[src/rtl/bp_pkg.sv]
// +----------------------------------------------------------------------+
// | bp_pkg: shared types and helpers for the BTB branch predictor        |
// | Rev 1.0                                                              |
// +----------------------------------------------------------------------+
`default_nettype none

package bp_pkg;

  localparam logic [1:0] SNT = 2'b00;
  localparam logic [1:0] WNT = 2'b01;
  localparam logic [1:0] WT  = 2'b10;
  localparam logic [1:0] ST  = 2'b11;

  // Widest tag any legal PC_W can produce; the block zero-extends its tag into it.
  localparam int BTB_TAG_MAX = 32;

  typedef struct packed {
    logic                   valid;
    logic [BTB_TAG_MAX-1:0] tag;
    logic [31:0]            target;
    logic [1:0]             ctr;
    logic                   is_jump;
  } btb_entry_t;

  function automatic logic [1:0] ctr_next(input logic [1:0] ctr, input logic taken);
    if (taken) return (ctr == ST)  ? ST  : ctr + 2'd1;
    else       return (ctr == SNT) ? SNT : ctr - 2'd1;
  endfunction

endpackage

`default_nettype wire

[src/rtl/sat_counter.sv]
// +----------------------------------------------------------------------+
// | sat_counter: increment-enabled counter that sticks at all-ones       |
// | Rev 1.0                                                              |
// +----------------------------------------------------------------------+
`default_nettype none

module sat_counter #(
  parameter int WIDTH = 32
) (
  input  logic             clk,
  input  logic             rst_n,
  input  logic             inc_i,
  output logic [WIDTH-1:0] count_o
);

  logic [WIDTH-1:0] count_q;
  logic [WIDTH-1:0] count_d;

  always_comb begin
    count_d = count_q;
    if (inc_i && (count_q != {WIDTH{1'b1}})) count_d = count_q + WIDTH'(1);
  end

  always_ff @(posedge clk or negedge rst_n) begin
    if (!rst_n) count_q <= '0;
    else        count_q <= count_d;
  end

  assign count_o = count_q;

endmodule

`default_nettype wire

[src/rtl/branch_predictor.sv]
// +----------------------------------------------------------------------+
// | branch_predictor: direct-mapped BTB with 2-bit counters, EX checker  |
// | Rev 1.0                                                              |
// +----------------------------------------------------------------------+
`default_nettype none

module branch_predictor
  import bp_pkg::*;
#(
  parameter int PC_W    = 9,
  parameter int ENTRIES = 16,
  parameter int PERF_W  = 32
) (
  input  logic              clk,
  input  logic              reset_n,
  input  logic              bp_en,
  input  logic [PC_W-1:0]   if_pc,
  output logic              pred_taken,
  output logic [31:0]       pred_target,
  input  logic              ex_valid,
  input  logic [PC_W-1:0]   ex_pc,
  input  logic              ex_is_jump,
  input  logic              ex_taken,
  input  logic [31:0]       ex_target,
  input  logic              ex_pred_taken,
  input  logic [31:0]       ex_pred_target,
  output logic              mispredict,
  output logic [31:0]       redirect_pc,
  output logic [PERF_W-1:0] br_count,
  output logic [PERF_W-1:0] mis_count
);

  localparam int IDX_W = $clog2(ENTRIES);

  btb_entry_t btb_q [ENTRIES];

  btb_entry_t             if_ent;
  btb_entry_t             ex_ent;
  btb_entry_t             upd_d;
  logic                   upd_we;
  logic [IDX_W-1:0]       if_idx;
  logic [IDX_W-1:0]       ex_idx;
  logic [BTB_TAG_MAX-1:0] if_tag;
  logic [BTB_TAG_MAX-1:0] ex_tag;
  logic                   if_hit;
  logic                   ex_hit;
  logic                   unused_if_pc_bits;

  assign if_idx = if_pc[IDX_W+1:2];
  assign ex_idx = ex_pc[IDX_W+1:2];
  assign if_tag = BTB_TAG_MAX'(if_pc[PC_W-1:IDX_W+2]);
  assign ex_tag = BTB_TAG_MAX'(ex_pc[PC_W-1:IDX_W+2]);
  assign unused_if_pc_bits = ^if_pc[1:0];

  // Lookup reads the registered table directly, so a same-cycle update is not bypassed.
  assign if_ent = btb_q[if_idx];
  assign ex_ent = btb_q[ex_idx];
  assign if_hit = if_ent.valid && (if_ent.tag == if_tag);
  assign ex_hit = ex_ent.valid && (ex_ent.tag == ex_tag);

  assign pred_taken  = bp_en && if_hit && (if_ent.is_jump || if_ent.ctr[1]);
  assign pred_target = pred_taken ? if_ent.target : 32'd0;

  assign mispredict  = ex_valid && ((ex_pred_taken != ex_taken) ||
                                    (ex_taken && (ex_pred_target != ex_target)));
  assign redirect_pc = ex_taken ? ex_target : (32'(ex_pc) + 32'd4);

  always_comb begin
    upd_d  = ex_ent;
    upd_we = 1'b0;
    if (ex_valid) begin
      if (ex_hit) begin
        upd_we        = 1'b1;
        upd_d.ctr     = ex_is_jump ? ST : ctr_next(ex_ent.ctr, ex_taken);
        upd_d.is_jump = ex_is_jump;
        if (ex_taken) upd_d.target = ex_target;
      end else if (ex_taken) begin
        upd_we        = 1'b1;
        upd_d.valid   = 1'b1;
        upd_d.tag     = ex_tag;
        upd_d.target  = ex_target;
        upd_d.is_jump = ex_is_jump;
        upd_d.ctr     = ex_is_jump ? ST : WT;
      end
    end
  end

  always_ff @(posedge clk or negedge reset_n) begin
    if (!reset_n) begin
      for (int i = 0; i < ENTRIES; i++) begin
        btb_q[i] <= '{valid: 1'b0, tag: '0, target: 32'd0, ctr: WNT, is_jump: 1'b0};
      end
    end else if (upd_we) begin
      btb_q[ex_idx] <= upd_d;
    end
  end

  sat_counter #(.WIDTH(PERF_W)) u_br_count (
    .clk     (clk),
    .rst_n   (reset_n),
    .inc_i   (ex_valid),
    .count_o (br_count)
  );

  sat_counter #(.WIDTH(PERF_W)) u_mis_count (
    .clk     (clk),
    .rst_n   (reset_n),
    .inc_i   (mispredict),
    .count_o (mis_count)
  );

endmodule

`default_nettype wire

[config.mk]
export PLATFORM = sky130hd
export DESIGN_NAME = branch_predictor
export DESIGN_NICKNAME = d
export VERILOG_FILES = /design/src/rtl/bp_pkg.sv /design/src/rtl/sat_counter.sv /design/src/rtl/branch_predictor.sv
export SDC_FILE = /design/constraint.sdc
export NUM_CORES = 2
export LEC_CHECK = 0
export ABC_AREA = 0
export CAP_MARGIN = 30
export CORE_MARGIN = 5
export CORE_UTILIZATION = 50
export CTS_BUF_LIST = sky130_fd_sc_hd__clkbuf_4 sky130_fd_sc_hd__clkbuf_8 sky130_fd_sc_hd__clkbuf_16
export CTS_CLUSTER_SIZE = 10
export DETAILED_ROUTE_END_ITERATION = 6
export HOLD_SLACK_MARGIN = 0.06
export PLACE_DENSITY = 0.66
export SETUP_SLACK_MARGIN = 0.2
export SLEW_MARGIN = 15
export SYNTH_ARGS = -nofsm -noshare
export SYNTH_HDL_FRONTEND = slang
export SYNTH_HIERARCHICAL = 1
export SYNTH_SLANG_ARGS = --single-unit
[constraint.sdc]
create_clock -name clk -period 4.28 [get_ports clk]
set_input_delay 0.856 -clock clk [delete_from_list [all_inputs] [get_ports clk]]
set_output_delay 0.856 -clock clk [all_outputs]
set_load 0.05 [all_outputs]
* Word level (Yosys, flattened, before mapping)
Index checks and enable logic that the tools add are counted.
** Storage, ports and cells
- Register bits :: 1152
- Input bits :: 89
- Output and inout bits :: 130
- Word-level logic and storage cells :: 135
** Operators by class
- Add/subtract/negate cells :: 5
- $lt $le $gt $ge :: 3
- Equality and inequality tests :: 7
- Multiplexer cells :: 24
- Bitwise gates (word level) :: 2
- Reductions and logical operators :: 12
** Operator list (count)
- bitwise mux 1088 bit :: 1
- binary-select mux 68 bit (select 4 bit) :: 2
- two-way mux 68 bit :: 7
- demux 68 bit (select 4 bit) :: 1
- two-way mux 32 bit :: 3
- adder 32 x 1 -> 32 bit (second input constant) :: 2
- == test 32 x 3 -> 1 bit :: 2
- != test 32 bit (second input constant) :: 2
- two-way mux 35 bit :: 1
- two-way mux 33 bit :: 1
- != test 32 bit :: 1
- adder 9 x 3 -> 10 bit (second input constant) :: 1
- >= comparator 5 bit (second input constant) :: 2
- inverter 4 -> 5 bit :: 2
- logical AND 1 bit :: 9
- two-way mux 2 bit :: 4
- less-than comparator 5 x 1 -> 1 bit (second input constant) :: 1
- two-way mux 1 bit :: 4
- adder 2 x 1 -> 2 bit (second input constant) :: 1
- == test 2 bit (second input constant) :: 1
- logical NOT 2 bit :: 1
- logical OR 1 bit :: 2
- subtractor 2 x 1 -> 2 bit (second input constant) :: 1
- != test 1 bit :: 1

* Depth between registers and ports, before layout
- Depth in word-level cells :: 11
- Mapped depth :: 17
- Mapped depth without buffers :: 9

* By module
Netlist, hierarchy kept.
** Modules (own cells, without submodules)
- branch_predictor :: times used 1, cells an instance 3688, area an instance 55091.6 um^2, seq. area each 27246.1 um^2
- sat_counter :: times used 2, cells an instance 140, area an instance 1522.7 um^2, seq. area each 800.8 um^2

* Least setup slack after synthesis
No wires, ideal clock.
- Kind :: input port to output port
- From :: input port if_pc[2]
- To :: output port pred_target[22]
- Arrival time :: 4.137 ns
- Setup slack :: -0.713 ns
- Cell stages on the path :: 9
- Path buffers :: 3
- Cells stage by stage :: clkbuf_1 > buf_2 > mux4_2 > mux4_2 > xnor2_1 > nand4_1 > a211oi_1 > clkbuf_1 > and2_1
** On the way
- Word-level cells in the longest chain between the ends :: 9
- Elaborated cells between the ends (all ways) :: 10
** RTL lines
- start: declaration :: line branch_predictor.sv:17 : input logic [PC_W-1:0] if_pc,
- inverter 4 -> 5 bit (implied by the code) (*) :: line branch_predictor.sv:56 : assign if_ent = btb_q[if_idx];
- binary-select mux 68 bit (select 4 bit) (*) :: line branch_predictor.sv:56
- two-way mux 68 bit (implied by the code) (*) (2 in series) :: line branch_predictor.sv:56
- == test 32 x 3 -> 1 bit :: line branch_predictor.sv:58 : assign if_hit = if_ent.valid && (if_ent.tag == if_tag);
- logical AND 1 bit :: line branch_predictor.sv:58
- logical AND 1 bit :: line branch_predictor.sv:61 : assign pred_taken = bp_en && if_hit && (if_ent.is_jump || if_ent.ctr[1]);
- logical AND 1 bit (*) :: line branch_predictor.sv:61
- named net pred_taken :: line branch_predictor.sv:18 : output logic pred_taken,
- two-way mux 32 bit (*) :: line branch_predictor.sv:62 : assign pred_target = pred_taken ? if_ent.target : 32'd0;
- end: declaration :: line branch_predictor.sv:19 : output logic [31:0] pred_target,
Mark *: on every way through the listed nets, which the timed path passes. The rest lies on a longest branch. The select of a mux whose other input is x is not followed.

* Final worst setup path
- From :: register btb_q[1017] (netlist name)
- To :: output port pred_target[1]
** On the way
- Word-level cells in the longest chain between the ends :: 8
** RTL lines
- start: declaration :: line branch_predictor.sv:35 : btb_entry_t btb_q [ENTRIES];
- start signal: indexed assignment :: line branch_predictor.sv:91 : btb_q[i] <= '{valid: 1'b0, tag: '0, target: 32'd0, ctr: WNT, is_jump: 1'b0};
- start signal: indexed assignment :: line branch_predictor.sv:94 : btb_q[ex_idx] <= upd_d;
- binary-select mux 68 bit (select 4 bit) :: line branch_predictor.sv:56
- two-way mux 68 bit (implied by the code) (2 in series) :: line branch_predictor.sv:56
- == test 32 x 3 -> 1 bit :: line branch_predictor.sv:58
- logical AND 1 bit :: line branch_predictor.sv:58
- logical AND 1 bit (2 in series) :: line branch_predictor.sv:61
- two-way mux 32 bit :: line branch_predictor.sv:62
No other way between the ends. The select of a mux whose other input is x is not followed.

==> flow_summary.yaml <==
final_layout:
  fin_util_pct: 58.13
  layout.nets: 4379
  areaGrowthSynthToFinish_pct: 15.87
  instances_no_fill: 5865
  final_cell_area_um2: 67360
  drive_above_1_share_pct: 35.88
critical_path:
  reg2reg_slack_ns: 0.53
  r2r_end: "btb_q[343]"
  r2r_start: "btb_q[185]"
  cp-end-kind: "output pin"
  path_cells: "or4b_4, nor4_4, a21oi_2, a2111oi_4, buf_4, a31oi_2, o311a_4, a211oi_4, buf_6, buf_12, buf_16, and2_4, buf_12"
  critPathSlowestCell: "or4b_4"
  slowest_delay_ns: 0.53
  cp.buffers_inverters: 5
  worstSetupPathType: "reg2out"
  crit_fanout: 8
  r2r_cells: 11
  critPathTopFamily: "compound AO/OA/AOI/OAI gates"
  crit_path_frequent_cell: "buf_12"
  arrival_ns: 3.82
  crit_required_ns: 3.42
  critPathLaunchType: "register"
sta:
  hold_ws_ns: 0.1076
  tightest_slew_ns: 0.8309
  rsz0062_at_grt: "yes"
  fmax_mhz: 213.7
  setup_viol: 33
  min_period_ns: 4.679
  drv_slew: 0
  min_period_over_period_pct: 109.3
  clock_skew_ns: 0.02808
  relSlewSlack_pct: 44.61
  final-hold-violation-count: 0
  layout_setup_ws_ns: -0.3992
placed_design:
  placed_area_um2: 62910
  portBuffers: 216
  place_hpwl_mm: 105.6
  place_congestion: 0.9369
  dp_cells: 5660
worst_hold_path:
  hold_path.class: "in2async"
global_routing:
  grt_pass1_vias: 37050
  grt_pass1_wl_mm: 244.5
  grt_max_degree: 133
  grt-ovfl-total: 0
  antenna_found_initial: 3
  track_usage_pct: 26.27
route:
  via_count: 36028
  wl_per_cell_um: 27.35
  postRouteAntennaNets: 0
  routed_wl_mm: 160.4
  route.detailed.drc: 0
  detail_route.vias_per_cell: 6.143
  dr.pass1.iters: 5
  drt-initial-drc-count: 2936
power:
  p_leak_nw: 31.16
  ir_worst_vdd_uv: 416.6
  power_density_nw_per_um2: 411.5
  totalPowerFinal_mw: 27.72
yosys:
  async_reset_ff_share_pct: 100.0
  yosysUniqueCellTypes: 93
  syn-cell-area_um2: 58140
  synth_edf_count: 0
  yosysWarnings: 6
  synth_area_leaders: "dfrtp_1, mux4_2, mux2_4"
  synthFlopType: "dfrtp_1"
  yosysMostFrequentCell: "dfrtp_1"
  ys_ff_latch: 1152
  synth_area_per_cell_um2: 14.65
  synth_top_area_share_pct: 48.90
  synth_common_cells: "dfrtp_1, nor2b_1, mux2_4"
  syn-num-nets: 4063
  yosysSeqAreaShare_pct: 49.62
  yosysTopAreaCell: "dfrtp_1"
  syn_inst: 3968
clocking:
  cts_tree: "yes"
  clkLatencyLatePin_ns: 0.74
  cts_sinks: 1152
  ctsLongestPathBuffers: 3
  clkTransAtPathRegs_ns: 0.05
  htreeDepth: 4
  cts_inserted_buffers: 137
  cts_root_buf: "clkbuf_16"
die:
  start_util_pct: 50.16
  die_w_um: 351.0
  dieHeight_um: 351.0
  ioPinCount: 219
  die_area_um2: 123200
  core_um2: 115900
  rows: 125
run_status:
  failed_checks: "negative setup slack"
  outcome: "finished, violations left"
run:
  max-cap-violations: 0
layer usage:
layer,track usage [%],wire length [µm]
met3,4.730,10620
met1,38.88,72010
met4,7.117,3983
met5,0,0
met2,40.46,73770
registers in the layout (all words and copies together) (netlist names):
register             count
u_mis_count/count_o     32
u_br_count/count_o      32
btb_q                 1088
layout by cell type, fill, tap and decap left out, types with 26 or more instances in the layout:
cell / instances
nor4_1: 91
and2_1: 30
xnor2_1: 54
clkbuf_4: 35
nor2_1: 117
and2_4: 32
o21ai_0: 35
xor2_1: 48
nor2b_1: 463
clkdlybuf4s50_1: 163
mux2_1: 69
nand3_1: 40
mux2_2: 213
dfrtp_1: 1136
mux4_2: 340
nand2_1: 73
nor3_1: 68
mux2_4: 356
buf_12: 119
a21oi_1: 26
clkbuf_16: 143
inv_1: 34
buf_4: 188
mux4_1: 37
nand4_1: 61
metrics by stage:
step | setup TNS (ns) | worst slack [ns]
floorplan | 0 | 0.1745
global placement | -29.52 | -0.7191
detailed placement | -34.99 | -0.6721
CTS | -14.98 | -0.4748
global route | -14.68 | -0.4689
finish | -12.32 | -0.3992
final cells by class:
class	instances	area (µm²)
inverters	37	142.6
clock inverters	7	102.6
repair buffers	486	5653
flip-flops and latches	1152	28850
fillers	8997	48530
multi-input cells	2470	26740
clock buffers	187	3965
well taps	1524	1907
diodes	2	5.005
logic make-up after synthesis:
group / share of synthesized area (%)
simple gates: 11.38
xor+xnor: 1.552
mux: 29.90
fa+ha+maj: 0.1463
flops: 49.62
compound gates: 2.447
buf+inv: 4.954
timing repair:
item                                    CTS  global route
endpoints found under the hold margin     0             0
setup buffers                             4             1
pin swaps                                14             9
gates resized for setup                  35            25
hold buffers                              0             0
endpoints found under the setup margin   34            34
cloned                                    3             0
report_power, final:
part / internal [mW] / switching, mW / total [mW] / leakage, nW
Sequential: 11.8 / 0.703 / 12.5 / 15.7
Clock: 6.40 / 4.45 / 10.8 / 2.03
Combinational: 2.32 / 2.05 / 4.37 / 13.5
Total: 20.5 / 7.20 / 27.7 / 31.2
worst max path at each step:
stage,start,end,cells after the start,slack (ns)
after global placement,if_pc[2],pred_target[5],12,-0.72
after CTS,btb_q[1016],pred_target[19],13,-0.47
after floorplan,if_pc[2],pred_target[10],10,0.17
after global routing,btb_q[1018],pred_target[31],13,-0.47
after detailed placement,if_pc[2],pred_target[5],12,-0.67
final,btb_q[1017],pred_target[1],13,-0.40
No activity file was read; power rests on OpenSTA's default activity.
